**src/rtl/split_unpack_pkg.sv**
```systemverilog
// Shared field geometry for the jump/branch-target pack and unpack paths.
// Both sides import these constants so the split point can never disagree.
package split_unpack_pkg;

  localparam int W    = 32;
  localparam int HI_W = 4;
  localparam int LO_W = W - HI_W;

  typedef struct packed {
    logic [HI_W-1:0] hi;
    logic [LO_W-1:0] lo;
  } split_word_t;

endpackage

```
**src/rtl/split_unpack_sync_fifo2.sv**
```systemverilog
// Two-entry FIFO with valid/ready on both sides and synchronous active-high reset.
// Ready depends only on registered occupancy; a pushed word appears one edge later.
module sync_fifo2 #(
  parameter int WIDTH = 32
) (
  input  logic             clk,
  input  logic             rst,
  input  logic [WIDTH-1:0] in_data,
  input  logic             in_valid,
  output logic             in_ready,
  output logic [WIDTH-1:0] out_data,
  output logic             out_valid,
  input  logic             out_ready
);

  logic [WIDTH-1:0] mem_q [2];
  logic             wr_ptr_q, wr_ptr_d;
  logic             rd_ptr_q, rd_ptr_d;
  logic [1:0]       count_q, count_d;
  logic             push, pop;

  assign in_ready  = (count_q != 2'd2);
  assign out_valid = (count_q != 2'd0);
  assign out_data  = mem_q[rd_ptr_q];

  assign push = in_valid && in_ready;
  assign pop  = out_valid && out_ready;

  // NOTE: every always_comb output gets a default first, so no path leaves it unassigned (no latch).
  always_comb begin
    wr_ptr_d = wr_ptr_q;
    rd_ptr_d = rd_ptr_q;
    count_d  = count_q;
    if (push) wr_ptr_d = ~wr_ptr_q;
    if (pop)  rd_ptr_d = ~rd_ptr_q;
    case ({push, pop})
      2'b10:   count_d = count_q + 2'd1;
      2'b01:   count_d = count_q - 2'd1;
      default: count_d = count_q;
    endcase
  end

  // NOTE: state registers use non-blocking assignments so every flop samples pre-edge values.
  always_ff @(posedge clk) begin
    if (rst) begin
      wr_ptr_q <= 1'b0;
      rd_ptr_q <= 1'b0;
      count_q  <= 2'd0;
      // NOTE: the storage is cleared too, so stale words can never leak out after reset.
      mem_q[0] <= '0;
      mem_q[1] <= '0;
    end else begin
      wr_ptr_q <= wr_ptr_d;
      rd_ptr_q <= rd_ptr_d;
      count_q  <= count_d;
      if (push) mem_q[wr_ptr_q] <= in_data;
    end
  end

endmodule

```
**src/rtl/split_unpack.sv**
```systemverilog
// Buffers packed {hi,lo} target words and presents the two fields separately,
// zeroed while nothing is buffered, with a wrapping count of output handshakes.
module split_unpack
  import split_unpack_pkg::*;
#(
  parameter int CNT_W = 8
) (
  input  logic             clk,
  input  logic             rst,
  input  logic [W-1:0]     in_word,
  input  logic             in_valid,
  output logic             in_ready,
  output logic [HI_W-1:0]  out_hi,
  output logic [LO_W-1:0]  out_lo,
  output logic             out_valid,
  input  logic             out_ready,
  output logic [CNT_W-1:0] word_cnt
);

  logic [W-1:0]     head_word;
  split_word_t      head;
  logic [CNT_W-1:0] word_cnt_q, word_cnt_d;

  sync_fifo2 #(
    .WIDTH(W)
  ) u_fifo (
    .clk      (clk),
    .rst      (rst),
    .in_data  (in_word),
    .in_valid (in_valid),
    .in_ready (in_ready),
    .out_data (head_word),
    .out_valid(out_valid),
    .out_ready(out_ready)
  );

  assign head   = split_word_t'(head_word);
  assign out_hi = out_valid ? head.hi : '0;
  assign out_lo = out_valid ? head.lo : '0;

  always_comb begin
    word_cnt_d = word_cnt_q;
    if (out_valid && out_ready) word_cnt_d = word_cnt_q + CNT_W'(1);
  end

  always_ff @(posedge clk) begin
    if (rst) word_cnt_q <= '0;
    else     word_cnt_q <= word_cnt_d;
  end

  assign word_cnt = word_cnt_q;

endmodule

```
**config.mk**
```make
export PLATFORM = sky130hd
export DESIGN_NAME = split_unpack
export DESIGN_NICKNAME = d
export VERILOG_FILES = /design/src/rtl/split_unpack_pkg.sv /design/src/rtl/split_unpack_sync_fifo2.sv /design/src/rtl/split_unpack.sv
export SDC_FILE = /design/constraint.sdc
export NUM_CORES = 1
export LEC_CHECK = 0
export CELL_PAD_IN_SITES_DETAIL_PLACEMENT = 1
export CELL_PAD_IN_SITES_GLOBAL_PLACEMENT = 1
export CORE_MARGIN = 5
export CORE_UTILIZATION = 43
export DETAILED_ROUTE_END_ITERATION = 16
export PLACE_DENSITY_LB_ADDON = 0.1
export SLEW_MARGIN = 40
export SYNTH_ARGS = -nofsm -noshare
export SYNTH_HDL_FRONTEND = slang
export SYNTH_SLANG_ARGS = --single-unit
```
**constraint.sdc**
```tcl
create_clock -name clk -period 4.7 [get_ports clk]
set_clock_uncertainty 0.15 [all_clocks]
set_input_delay 0.94 -clock clk [delete_from_list [all_inputs] [get_ports clk]]
set_output_delay 0.94 -clock clk [all_outputs]
set_load 0.1 [all_outputs]
```
==> impl_metrics.csv <==
group,metric,value,unit
pwr,leakage,1.72,nW
global_route,antenna_found_initial,0,
cts,clock_sinks,77,
placed_design,io_buffers,77,
route,drtAntennaViolNets,0,
sta,slew_headroom,58.1,%
cells_and_area,final_common_cell,"edfxtp_1",
cells_and_area,area_growth,27.0,%
synth,synth_cells,272,
synth,synth_edf_count,64,
placed_design,place_congestion,0.712,
route,route.detailed.drc,0,
synth,avgSynthCellArea,12.6,µm²
die,dieArea,9860,µm²
cts,clockBufferDepth,2,
pwr,power_density,641,nW/µm²
placed_design,place_ws,1300,ps
route,wl_per_cell,16.3,µm
cts,clk_pin_slew_worst_paths,70,ps
worst_setup_path,crit_type,"reg -> out",
die,core-area,7770,µm²
synth,synth_area,3430,µm²
synth,ys_seq_elements,77,
die,die_y,99.3,µm
sta,fmax,318,MHz
worst_setup_path,path_max_fanout,19,
route,dr.pass1.iters,4,
die,rows,32,
cells_and_area,fin_area,4360,µm²
cts,cts_tree,"done",
cts,cts-resized-gates,0,
synth,syn-num-nets,310,
placed_design,hpwl,4.91,mm
global_route,grt_pass1_vias,2515,
route,drt_wl_total,7.43,mm
die,die_w,99.3,µm
global_route,globalRouteOverflowTotal,0,
cts,cts_setup_buffers,0,
cells_and_area,nets,387,
synth,synth_cell_types,31,
hold_path,hold_start,"word_cnt[7]",
status,status,"finished, final reports clean",
cells_and_area,seq_area,2180,µm²
synth,synthFlopType,"edfxtp_1",
route,drt_iter0_drc,46,
cells_and_area,multi_input_area,1190,µm²
sta,fin_ws,1560,ps
placed_design,dp_cells,439,
pwr,vdd_drop_max,0.368,mV
sta,finalMaxSlewViolations,0,
synth,yosysSeqAreaShare,63.6,%
hold_path,holdCritPathClass,"reg -> reg",
placed_design,placed_area,4130,µm²
sta,min_period,3140,ps
cts,numCtsBuffers,9,
cells_and_area,final_core_util,56.1,%
synth,async_flop_share,0,%
worst_setup_path,crit_arrival,2050,ps
worst_setup_path,required,3610,ps
route,dr_total_vias,2225,
cts,hold_buffers,0,
cells_and_area,final_cells,456,
cts,cts_htree_levels,3,
worst_setup_path,rr_startpoint,"u_fifo.count_q[0]",
worst_setup_path,r2r_cells,4,
worst_setup_path,start_kind,"register",
cells_and_area,fillCellCount,831,
sta,tns,0,ps
sta,worst_pin_slew,629,ps
cells_and_area,diodes,0,
route,via_per_inst,4.88,
worst_setup_path,critical_path.endpoint_type,"output port",
global_route,grt_start_max_net_pins,34,
die,start_util,44.2,%
cells_and_area,final_cell_mix,"edfxtp_1 (64), and2_1 (52), nor2_1 (38)",
sta,final_hold_viol_count,0,
die,io_pins,78,
cts,clock-root-buffer,"clkbuf_8",
sta,rsz0062_at_grt,"no",
global_route,grt_pass1_wl,12.2,mm
synth,yosysWarnings,0,
cts,clock_latency,330,ps
hold_path,min_path_cells,2,
global_route,grt_usage,16.0,%
sta,setup_violations,0,
sta,min_period_over_period,66.9,%
cells_and_area,drive_above_1_share,23.2,%
job,drv_cap,0,
metrics by stage:
stage	hold WS, ps	power (mW)
after floorplan	322	2.03
after global placement	320	2.34
after detailed placement	335	2.30
after global routing	396	2.92
final	340	2.79
after CTS	346	2.79
critical path: stages (launching register included):
cell     delay, ps
dfxtp_2        740
buf_4          390
mux2i_1        110
nor2_1         150
buf_4          320
Yosys cell counts (2+ instances only):
| cell type | instances | area [µm²] |
|---|---|---|
| a21oi_1 | 7 | 35.0 |
| and2_1 | 52 | 325 |
| and2_2 | 12 | 90.1 |
| buf_2 | 3 | 15.0 |
| clkbuf_1 | 11 | 41.3 |
| dfxtp_1 | 13 | 260 |
| edfxtp_1 | 64 | 1920 |
| ha_1 | 2 | 25.0 |
| inv_1 | 4 | 15.0 |
| mux2i_1 | 33 | 330 |
| nand2_1 | 2 | 7.51 |
| nand2b_1 | 2 | 12.5 |
| nor2_1 | 39 | 146 |
| o21ai_0 | 5 | 25.0 |
| or3_1 | 3 | 18.8 |
| or3_2 | 2 | 15.0 |
| xnor2_1 | 2 | 17.5 |
| xor2_1 | 3 | 26.3 |
layer usage:
layer | up-vias | global-route usage (%) | part of all wire [%]
li1 | 1095 | - | -
met1 | 1067 | 19.3 | 44
met2 | 55 | 28.0 | 51
met3 | 8 | 3.79 | 4.0
met4 | 0 | 5.46 | 0.88
met5 | - | 0 | 0
report_power, final:
part	switching (mW)	total, mW	internal [mW]
Clock	0.240	0.485	0.244
Sequential	0.0802	0.931	0.851
Combinational	1.07	1.38	0.312
cell families (layout without fill, tap and decap cells):
group	Yosys count	after routing	synth area share, %
and+or+nand+nor	119	119	19.6
AOI/OAI and AO/OA	17	17	2.88
adders and majority gates	2	2	0.729
DFF	77	77	63.6
buffers and inverters	19	101	2.30
xor gates and xnor gates	5	5	1.28
muxes	33	33	9.63
cell type report:
class | instances | share of cell area [%]
inverters | 4 | 0.345
multi-input cells | 176 | 27.3
clock inverters | 6 | 1.47
well taps | 102 | 2.93
clock buffers | 10 | 2.93
repair buffers | 81 | 14.9
flip-flops and latches | 77 | 50.1
registers in the layout, indices dropped and copies added, names as in the netlist, named ones only:
register         count
u_fifo.mem_q        64
word_cnt             8
u_fifo.wr_ptr_q      1
u_fifo.count_q       2
u_fifo.rd_ptr_q      1
worst paths after layout:
path | endpoint | slack, ps
worst max-delay path | out_lo[14] | 1560
worst min-delay path | word_cnt[7] | 340
worst max register to register | u_fifo.mem_q[1][17] | 2410
worst min register to register | word_cnt[7] | 340
No activity file was read; power rests on OpenSTA's default activity.
